===== config.mk =====
export PLATFORM = sky130hd
export DESIGN_NAME = led_scan_ctrl
export DESIGN_NICKNAME = d
export VERILOG_FILES = /design/src/rtl/scan_pkg.sv /design/src/rtl/tick_gen.sv /design/src/rtl/led_scan_ctrl.sv
export SDC_FILE = /design/constraint.sdc
export NUM_CORES = 1
export LEC_CHECK = 0
export CORE_AREA = 2 2 39 41
export DETAILED_ROUTE_END_ITERATION = 12
export DIE_AREA = 0 0 41 43
export GPL_TIMING_DRIVEN = 0
export MAX_ROUTING_LAYER = met4
export PLACE_DENSITY = 0.69
export SYNTH_ARGS = -nofsm -noshare
export SYNTH_HDL_FRONTEND = slang
export SYNTH_SLANG_ARGS = --single-unit

===== constraint.sdc =====
create_clock -name clk -period 1.5 [get_ports clk]
set_input_delay 0.225 -clock clk [delete_from_list [all_inputs] [get_ports clk]]
set_output_delay 0.225 -clock clk [all_outputs]
set_load 0.005 [all_outputs]

===== src/rtl/scan_pkg.sv =====
// Shared scan state encoding and index limits for the LED scan controller.
package scan_pkg;

  typedef enum logic [1:0] {
    IDLE = 2'd0,
    RUN  = 2'd1,
    HOLD = 2'd2
  } scan_state_t;

  localparam logic [2:0] IDX_MIN = 3'd0;
  localparam logic [2:0] IDX_MAX = 3'd7;

endpackage


===== src/rtl/tick_gen.sv =====
// Step prescaler: counts 0..DIV-1 while enabled and flags the terminal count.
module tick_gen #(
  parameter int unsigned DIV = 4
) (
  input  logic clk,
  input  logic rst_n,
  input  logic en,
  input  logic clr,
  output logic tick
);

  localparam int unsigned W = (DIV > 1) ? $clog2(DIV) : 1;
  localparam logic [W-1:0] LAST = W'(DIV - 1);

  logic [W-1:0] cnt;

  // clr wins over a coincident terminal count so a stop never produces a step
  assign tick = en && !clr && (cnt == LAST);

  always_ff @(posedge clk or negedge rst_n) begin
    if (!rst_n) begin
      cnt <= '0;
    end else if (clr) begin
      cnt <= '0;
    end else if (en) begin
      cnt <= (cnt == LAST) ? '0 : cnt + W'(1);
    end
  end

endmodule


===== src/rtl/led_scan_ctrl.sv =====
// LED scan controller driving a 3-to-8 decoder select with start/stop/pause control.
// Define SCAN_PINGPONG_EN to bounce 0..7..0 instead of wrapping modulo 8.
module led_scan_ctrl
  import scan_pkg::*;
#(
  parameter int unsigned DIV = 4
) (
  input  logic       clk,
  input  logic       rst_n,
  input  logic       start,
  input  logic       stop,
  input  logic       pause,
  input  logic       dir,
  output logic [2:0] A_3,
  output logic       active,
  output logic       wrap
);

  scan_state_t state, state_nxt;
  logic        tick;
  logic [2:0]  idx_nxt;
  logic        wrap_nxt;

  tick_gen #(.DIV(DIV)) u_tick_gen (
    .clk   (clk),
    .rst_n (rst_n),
    .en    (state == RUN && !pause),
    .clr   (stop || state == IDLE),
    .tick  (tick)
  );

  always_comb begin
    state_nxt = state;
    if (stop) begin
      state_nxt = IDLE;
    end else begin
      case (state)
        IDLE:    if (start) state_nxt = RUN;
        RUN:     if (pause) state_nxt = HOLD;
        HOLD:    if (!pause) state_nxt = RUN;
        default: state_nxt = IDLE;
      endcase
    end
  end

`ifdef SCAN_PINGPONG_EN
  logic dir_q;
  logic dir_flip;

  // Direction reverses at the endpoint itself, so each endpoint is visited once
  always_comb begin
    idx_nxt  = A_3;
    dir_flip = 1'b0;
    if (!dir_q) begin
      if (A_3 == IDX_MAX) begin
        idx_nxt  = A_3 - 3'd1;
        dir_flip = 1'b1;
      end else begin
        idx_nxt = A_3 + 3'd1;
      end
    end else begin
      if (A_3 == IDX_MIN) begin
        idx_nxt  = A_3 + 3'd1;
        dir_flip = 1'b1;
      end else begin
        idx_nxt = A_3 - 3'd1;
      end
    end
    wrap_nxt = (idx_nxt == IDX_MAX) || (idx_nxt == IDX_MIN);
  end

  always_ff @(posedge clk or negedge rst_n) begin
    if (!rst_n) begin
      dir_q <= 1'b0;
    end else if (state == IDLE && start && !stop) begin
      dir_q <= dir;
    end else if (tick && dir_flip) begin
      dir_q <= ~dir_q;
    end
  end
`else
  always_comb begin
    idx_nxt  = dir ? A_3 - 3'd1 : A_3 + 3'd1;
    wrap_nxt = (A_3 == IDX_MAX && idx_nxt == IDX_MIN) ||
               (A_3 == IDX_MIN && idx_nxt == IDX_MAX);
  end
`endif

  always_ff @(posedge clk or negedge rst_n) begin
    if (!rst_n) begin
      state  <= IDLE;
      A_3    <= IDX_MIN;
      active <= 1'b0;
      wrap   <= 1'b0;
    end else begin
      state  <= state_nxt;
      active <= (state_nxt != IDLE);
      wrap   <= 1'b0;
      if (state_nxt == IDLE) begin
        A_3 <= IDX_MIN;
      end else if (tick) begin
        A_3  <= idx_nxt;
        wrap <= wrap_nxt;
      end
    end
  end

endmodule


======== Yosys cells after proc, flatten, opt, wreduce, memory -nomap -nowiden ========
Cells that the tools add are included.
storage, ports and cells
  register bits after elaboration ......... 9
  output and inout port bits .............. 5
  word-level logic and storage cells ...... 42
  input bits .............................. 6
operators by class
  add/sub/neg operators ................... 3
  mux-type cells .......................... 13
  reduce and logical (&&, ||, !) cells .... 16
  equal/unequal tests ..................... 5
operators by type and width
  operator               number
  $mux W2                7
  $mux W3                3
  $eq A3 B3 Y1 const B   2
  $logic_not A3 Y1       2
  $pmux W2 S3            1
  $reduce_bool A2 Y1     3
  $logic_and A1 B1 Y1    5
  $eq A2 B2 Y1 const B   2
  $logic_not A2 Y1       2
  $add A3 B1 Y3 const B  1
  $sub A3 B1 Y3 const B  1
  $add A2 B1 Y2 const B  1
  $eq A2 B1 Y1 const B   1
  $logic_not A1 Y1       2
  $logic_or A1 B1 Y1     2
  $mux W1                2

======== Logic depth before layout (Yosys ltp) ========
Gate-level depths: netlist (run 1).
  depth after elaboration ................. 7
  depth in mapped cells ................... 5
  gate-level depth less buffers ........... 5

======== By module ========
A second synthesis (run 1) with hierarchy kept.
unflattened totals
  cell total of the unflattened synthesis .. 44
  area total of the unflattened synthesis .. 485.5 µm²
by module, submodules not included
  module         instances  area an instance (µm²)  sequential area each (µm²)  cells an instance
  led_scan_ctrl  1          377.9                   175.2                       34
  tick_gen       1          107.6                   50.0                        10

======== Worst setup path after synthesis (run 1) ========
OpenSTA, ideal clock, no wires.
  path type ............................... register to register
  from .................................... register A_3[0]
  to ...................................... register A_3[2]
  slack ................................... -0.021 ns
  clock period less this slack ............ 1.521 ns
  required time ........................... 1.380 ns
  arrival time ............................ 1.401 ns
  stages on the path, launching flop included .. 6
  cells stage by stage .................... dfrtp_1 fa_1 xnor2_1 or2_1 a21oi_1 a31o_1
on the way
  word-level cells in the longest chain between the ends .. 4
ends and longest elaborated chain
  item                                            line                  text
  start, declared                                 led_scan_ctrl.sv:14   output logic [2:0] A_3,
  start signal, assigned                          led_scan_ctrl.sv:102  A_3 <= idx_nxt;
  $add A3 B1 Y3 or $sub A3 B1 Y3 (tied branches)  led_scan_ctrl.sv:83   idx_nxt = dir ? A_3 - 3'd1 : A_3 + 3'd1;
  $mux W3 (*)                                     led_scan_ctrl.sv:83
  $mux W3 (*)                                     led_scan_ctrl.sv:101  end else if (tick) begin
  $mux W3 (*)                                     led_scan_ctrl.sv:99   if (state_nxt == IDLE) begin
Every way passes the cells marked *; elsewhere a longest branch is shown, timed or not. The select of a mux whose other input is x is not followed.
A chain may end at the register's enable or synchronous reset.

======== Worst setup path after layout (run 1) ========
  from .................................... register A_3[1]
  to ...................................... register A_3[2]
Same word-level chain as after synthesis.

==> results of run 1 <==
==> metal layers <==
layer,vias to the layer above,share of wire [%]
li1,195,-
met3,2,6.3
met4,0,1.1
met5,-,0
met2,9,47
met1,191,45
==> Yosys cell counts, drive strengths merged <==
master,number,share of area (%)
a211oi,1,3.7
a21oi,1,0.92
a22o,2,3.2
a22oi,2,2.8
a31o,1,1.6
a41oi,1,1.6
and2,1,1.2
buf,2,4.1
dfrtp,9,41
fa,1,3.7
ha,4,9.2
inv,2,1.4
nand2,1,0.69
nand3,2,1.8
nand4b,1,4.4
nor2,4,4.1
nor3,2,3.9
nor3b,1,1.4
nor4b,1,1.6
o21ai,3,2.8
or2,1,1.2
xnor2,2,3.2
==> sequential cells by signal, summed over array words and instances (netlist names) <==
signal          cells
A_3                 3
state               2
u_tick_gen.cnt      2
active              1
wrap                1
==> kinds of logic after synthesis <==
| logic type | share of synthesized area [%] |
|---|---|
| AO/OA/AOI/OAI | 16.6 |
| XOR/XNOR | 3.23 |
| adder cells (fa/ha/maj) | 12.9 |
| buffers and inverters | 5.53 |
| flip-flops | 41.5 |
| AND/OR/NAND/NOR | 20.3 |
==> area by class of cell <==
type	instances	area [um2]	share of cell area, %
plain buffers	2	22.5	3.09
clock buffers	4	26.3	3.60
inverters	2	7.51	1.03
multi-input cells	32	304	41.7
flip-flops and latches	9	228	31.2
well taps	16	20.0	2.74
repair buffers	13	121	16.6
==> power breakdown <==
part           switching [mW]  leakage (nW)  internal, mW  total [mW]
registers             0.00372         0.119         0.251       0.254
clock network          0.0830        0.0150         0.102       0.185
logic                  0.0460         0.203        0.0474      0.0934
==> worst max-delay path, delay by kind of cell, from the launching register on <==
| kind | cells | cell delay, ns |
|---|---|---|
| AO/OA/AOI/OAI | 2 | 0.23 |
| XOR/XNOR | 1 | 0.15 |
| adder cells (fa/ha/maj) | 1 | 0.38 |
| flip-flops | 1 | 0.44 |
| AND/OR/NAND/NOR | 1 | 0.21 |
==> through the flow <==
stage	setup slack [ns]	TNS [ns]	util, %	cell area [um2]
floorplan	0.0291	0	-	547
global placement	-0.361	-0.627	48.2	667
detailed placement	-0.384	-0.739	48.2	667
CTS	-0.00152	-0.00152	51.6	714
global route	-0.0429	-0.103	52.7	729
finish	0.0213	0	52.7	729
==> final timing paths <==
kind	slack (ns)	endpoint	cells past startpoint	start
max	0.02	A_3[2]	5	A_3[1]
min	0.26	state[1]	1	rst_n
max reg2reg	0.02	A_3[2]	5	A_3[1]
min reg2reg	0.59	u_tick_gen.cnt[1]	2	u_tick_gen.cnt[1]
max in group asynchronous	0.92	A_3[1]	1	rst_n
min in group clk	0.54	wrap	3	dir
==> repair_timing <==
action                                  CTS  global route
hold buffers                              0             0
buffers inserted                          1             2
resized for setup                         4             0
endpoints found under the setup margin    3             3
pin swaps                                 1             2
==> reports/results.md, run 1 <==
| Parameter | Reported | Unit |
|---|---|---|
| Number of filler cells placed in the layout | 134 | - |
| Final worst clock skew | 0.00823 | ns |
| Worst Hold Class | primary input to asynchronous set/reset pin | - |
| Hold slack final | 0.263 | ns |
| Peak Freq | 676 | MHz |
| Number of global-route vias before repair | 369 | - |
| Largest vdd supply drop | 381 | uV |
| CTS root buffer | clkbuf_4 | - |
| CTS clk-pin slew, worst paths | 0.06 | ns |
| Final RePlAce weighted congestion | 0.638 | - |
| Worst-margin pin slew | 0.415 | ns |
| Routed via count | 397 | - |
| H-Tree Level Count | 1 | - |
| Met3 Use GR | 4.71 | % |
| Final Hold Violating Endpoints | 0 | - |
| Post-layout instance count excluding filler cells | 78 | - |
| Minimum period implied by the final worst setup slack | 1.48 | ns |
| Maxcap violations | 0 | - |
| Yosys cell types | 25 | - |
| Largest stage delay, worst path | 0.44 | ns |
| Number of synthesized register bits | 9 | - |
| First-iteration detailed-routing DRC count | 4 | - |
| Met1 usage | 19.1 | % |
| Share of the clock period used by the worst path | 98.6 | % |
| Wire length of the first global-routing pass | 1.68 | mm |
| Yosys Warn Count | 0 | - |
| RSZ-0062 raised after global routing | yes | - |
| Number of rows created at floorplan | 14 | - |
| Starting utilization of the core area | 39.2 | % |
| Global routing usage summed across all routing layers | 14.9 | % |
| Number of antenna violations at the first check in global routing | 0 | - |
| Routed length per placed instance | 12.4 | um |
| Static Leak | 0.337 | nW |
| Post-detailed-route count of antenna-violating nets | 0 | - |
| Most congested layer reported by global routing | met2 | - |
| Slowest library cell on the worst path | dfrtp_2 | - |
| Tightest slew margin relative to the limit | 72.3 | % |
| Die footprint | 1760 | um2 |
| Sequential element share of the synthesized area | 41.5 | % |
| Kind of start point of the critical path | register | - |
| CTS buffer count | 3 | - |
| HPWL after detailed placement | 675 | um |
| Core box area | 1380 | um2 |
| DRC violation count after routing | 0 | - |
| Total count of max-transition violations in the final report | 0 | - |
| Met2 track demand over resource | 19.4 | % |
| Relative area change from synthesis to final layout | 34.3 | % |
| CP Data Arrival Time | 1.67 | ns |
| Final total power | 533 | uW |
| Pin count of the biggest net entering global routing | 10 | - |
| Critical path capture point type | register | - |
| Total gr overflow | 0 | - |
| Ratio of routed vias to standard cells | 5.09 | - |
| Worst Path Required | 1.69 | ns |
| Die W | 41 | um |
| Number of optimization iterations in the first detailed-route pass | 4 | - |
| Post-synthesis instance area | 543 | um2 |
| Number of I/O port buffers | 10 | - |
| Fraction of final layout cells with drive strength greater than 1 | 27.4 | % |
| Number of sinks driven by the clock tree | 9 | - |
| Clock tree from TritonCTS | built | - |
| Result of the run | finished clean | - |
| Pwr Density | 731 | nW/um2 |
| Instance count after placement with tap cells included | 71 | - |
| Largest fanout on the critical path | 4 | - |
| Height of the die | 43 | um |
| Total wirelength of the detailed-routed design | 971 | um |
| Worst setup path category | register to register | - |
| Ordered cell list for the critical path | fa_2 -> xnor2_2 -> or2_1 -> a21oi_1 -> a31o_1 | - |
| Number of I/O pins | 11 | - |
| Count of final setup violators | 0 | - |
| Final Net Count | 74 | - |
| Commonest cells after routing, fill and taps aside | clkdlybuf4s50_1, dfrtp_1, ha_1 | - |
| Leading cell type in the layout, fill and taps excluded | clkdlybuf4s50_1 | - |
| Post-synth net total | 56 | - |
| Antenna cell count | 0 | - |
| Number of buffers between clock root and the deepest sink | 2 | - |
| Post-synthesis instance total | 45 | - |
| Post-synthesis area per instance | 12.1 | um2 |
| Insertion delay of the later-clocked pin in the worst-skew pair | 0.26 | ns |
Note: power is estimated with default switching activity, not from simulation.
==> run 2: changes to the inputs <==
--- a/config.mk
+++ b/config.mk
@@ -6,6 +6,7 @@
 export NUM_CORES = 1
 export LEC_CHECK = 0
 export CORE_AREA = 2 2 39 41
+export CTS_BUF_LIST = sky130_fd_sc_hd__clkbuf_4 sky130_fd_sc_hd__clkbuf_8
 export DETAILED_ROUTE_END_ITERATION = 12
 export DIE_AREA = 0 0 41 43
 export GPL_TIMING_DRIVEN = 0
==> run 2 against run 1 <==
  * Sequential share of layout area shrank 0.16 points
  * Critical path depth is the same
  * Critical endpoint unchanged
  * Non-clock buffer count did not move
  * Clock power is 9% higher
  * Power increased by 2.9%
  * Largest power group unchanged
  * Die area unchanged
  * Clock skew decreased by 0.00083 ns
  * Utilization increased by 0.27 points
==> reports/results.md, run 2 (synthesized netlist as in run 1, its figures left out) <==
| Parameter | Reported | Unit | Delta |
|---|---|---|---|
| Result of the run | finished clean | - | unchanged |
| CTS buffer count | 3 | - | unchanged |
| First-iteration detailed-routing DRC count | 4 | - | unchanged |
| Wire length of the first global-routing pass | 1.68 | mm | unchanged |
| Buf/Inv on CP | 0 | - | unchanged |
| Post-layout worst setup margin | 0.0199 | ns | was 0.0213 ns |
| Routed via count | 392 | - | was 397 |
| Post-detailed-route count of antenna-violating nets | 0 | - | unchanged |
| Die footprint | 1760 | um2 | unchanged |
| Insertion delay of the later-clocked pin in the worst-skew pair | 0.25 | ns | was 0.26 ns |
| Critical path capture point type | register | - | unchanged |
| Capture point of the worst reg-to-reg path | A_3[2] | - | unchanged |
| Final total power | 548 | uW | was 533 uW |
| Relative area change from synthesis to final layout | 35.0 | % | was 34.3% |
| Worst-margin pin slew | 0.415 | ns | about the same |
| Post-layout instance count excluding filler cells | 78 | - | unchanged |
| Post-DP Area | 667 | um2 | unchanged |
| Total wirelength of the detailed-routed design | 951 | um | was 971 um |
| Instance count after placement with tap cells included | 71 | - | unchanged |
| Max reg flops | 3 | - | unchanged |
| Largest reg by FF count | A_3 | - | unchanged |
| Final Hold Violating Endpoints | 0 | - | unchanged |
| Number of global-route vias before repair | 366 | - | was 369 |
| DRC violation count after routing | 0 | - | unchanged |
| Pin count of the biggest net entering global routing | 10 | - | unchanged |
| CTS clk-pin slew, worst paths | 0.06 | ns | about the same |
| Number of buffers between clock root and the deepest sink | 2 | - | unchanged |
| Largest fanout on the critical path | 4 | - | unchanged |
| Number of I/O pins | 11 | - | unchanged |
| Final RePlAce weighted congestion | 0.638 | - | unchanged |
| Static Leak | 0.340 | nW | was 0.337 nW |
| Commonest cells after routing, fill and taps aside | clkdlybuf4s50_1, dfrtp_1, ha_1, clkbuf_4 | - | was clkdlybuf4s50_1, dfrtp_1, ha_1 |
| Share of the clock period used by the worst path | 98.7 | % | was 98.6% |
| Antenna cell count | 0 | - | unchanged |
| FF-to-FF Start | A_3[1] | - | unchanged |
| CP Data Arrival Time | 1.67 | ns | about the same |
| Pwr Density | 748 | nW/um2 | was 731 nW/um2 |
| CTS root buffer | clkbuf_4 | - | unchanged |
| Final standard cell area without fillers | 733 | um2 | was 729 um2 |
| Number of sinks driven by the clock tree | 9 | - | unchanged |
| Leading cell type in the layout, fill and taps excluded | clkdlybuf4s50_1 | - | unchanged |
| Worst Hold Class | primary input to asynchronous set/reset pin | - | unchanged |
| Total gr overflow | 0 | - | unchanged |
| RSZ-0062 raised after global routing | yes | - | unchanged |
| Minimum period implied by the final worst setup slack | 1.48 | ns | about the same |
| Largest registers | A_3: 3 flops, state: 2 flops, u_tick_gen.cnt: 2 flops | - | unchanged |
| Number of antenna violations at the first check in global routing | 0 | - | unchanged |
| Core box area | 1380 | um2 | unchanged |
| Path depth of the worst reg2reg path | 5 | - | unchanged |
| Peak Freq | 676 | MHz | about the same |
| Ratio of routed vias to standard cells | 5.03 | - | was 5.09 |
| Slowest library cell on the worst path | dfrtp_2 | - | unchanged |
| Largest stage delay, worst path | 0.44 | ns | about the same |
| Hold bufs inserted after CTS | 0 | - | unchanged |
| Final Net Count | 74 | - | unchanged |
| Worst setup path category | register to register | - | unchanged |
| Final worst clock skew | 0.00740 | ns | was 0.00823 ns |
| Maxcap violations | 0 | - | unchanged |
| Reg-to-reg setup timing slack | 0.02 | ns | about the same |
| Setup WS pre-CTS | -0.384 | ns | unchanged |
| HPWL after detailed placement | 675 | um | unchanged |
| Global routing usage summed across all routing layers | 14.7 | % | was 14.9% |
| Largest vdd supply drop | 372 | uV | was 381 uV |
| Height of the die | 43 | um | unchanged |
| Fraction of final layout cells with drive strength greater than 1 | 29.0 | % | was 27.4% |
| Ordered cell list for the critical path | fa_2 -> xnor2_2 -> or2_1 -> a21oi_1 -> a31o_1 | - | unchanged |
| Kind of start point of the critical path | register | - | unchanged |
| Die W | 41 | um | unchanged |
| Worst Path Required | 1.69 | ns | about the same |
| Total count of max-transition violations in the final report | 0 | - | unchanged |
| Count of final setup violators | 0 | - | unchanged |
| H-Tree Level Count | 1 | - | unchanged |
| Routed length per placed instance | 12.2 | um | was 12.4 um |
| Tightest slew margin relative to the limit | 72.2 | % | was 72.3% |
| Number of rows created at floorplan | 14 | - | unchanged |
| Number of I/O port buffers | 10 | - | unchanged |
| Number of optimization iterations in the first detailed-route pass | 4 | - | unchanged |
| Family of cells with the greatest summed delay on the critical path | flip-flops | - | unchanged |
| Clock tree from TritonCTS | built | - | unchanged |
| Starting utilization of the core area | 39.2 | % | unchanged |
## run 2: cell counts in the layout (fill, tap and decap cells not counted)
Identical to the previous run, type by type.
## run 2: repair_timing
action / CTS / global route
pin swaps: 1 / 2
resized for setup: 4 / 0
endpoints found under the setup margin: 3 / 3
buffers inserted: 1 / 2
## run 2: final cells by class
class | instances | area [um2]
Multi-Input combinational cell | 32 | 304
Clock buffer | 4 | 30.0
Tap cell | 16 | 20.0
Fill cell | 136 | 651
Buffer | 2 | 22.5
Timing Repair Buffer | 13 | 121
Inverter | 2 | 7.51
Sequential cell | 9 | 228
## run 2: how the worst max path moves through the flow
stage                 from  endpoint  slack, ns  depth (start not counted)
floorplan           A_3[0]    A_3[2]       0.03                          5
global placement       dir    A_3[2]      -0.36                          6
detailed placement     dir    A_3[2]      -0.38                          6
CTS                 A_3[0]    A_3[2]     -0.001                          5
global route        A_3[1]    A_3[2]      -0.04                          5
finish              A_3[1]    A_3[2]       0.02                          5
## run 2: through the flow
| stage | hold WS, ns | setup TNS [ns] | utilization [%] |
|---|---|---|---|
| floorplan | -0.0706 | 0 | - |
| global placement | 0.552 | -0.627 | 48.2 |
| detailed placement | 0.565 | -0.739 | 48.2 |
| CTS | 0.278 | -0.00124 | 51.9 |
| global route | 0.307 | -0.0981 | 53.0 |
| finish | 0.266 | 0 | 53.0 |
## run 2: layer usage
metal	part of all wire (%)	global-route usage [%]
met4	1.2	8.00
met2	47	19.7
met1	47	19.1
met3	5.6	4.71
met5	0	-
## run 2: power breakdown
part           leakage [nW]  internal [mW]  switching (mW)
registers             0.119          0.251         0.00370
clock network        0.0184          0.120          0.0806
logic                 0.203         0.0474          0.0458
total                 0.340          0.418           0.130
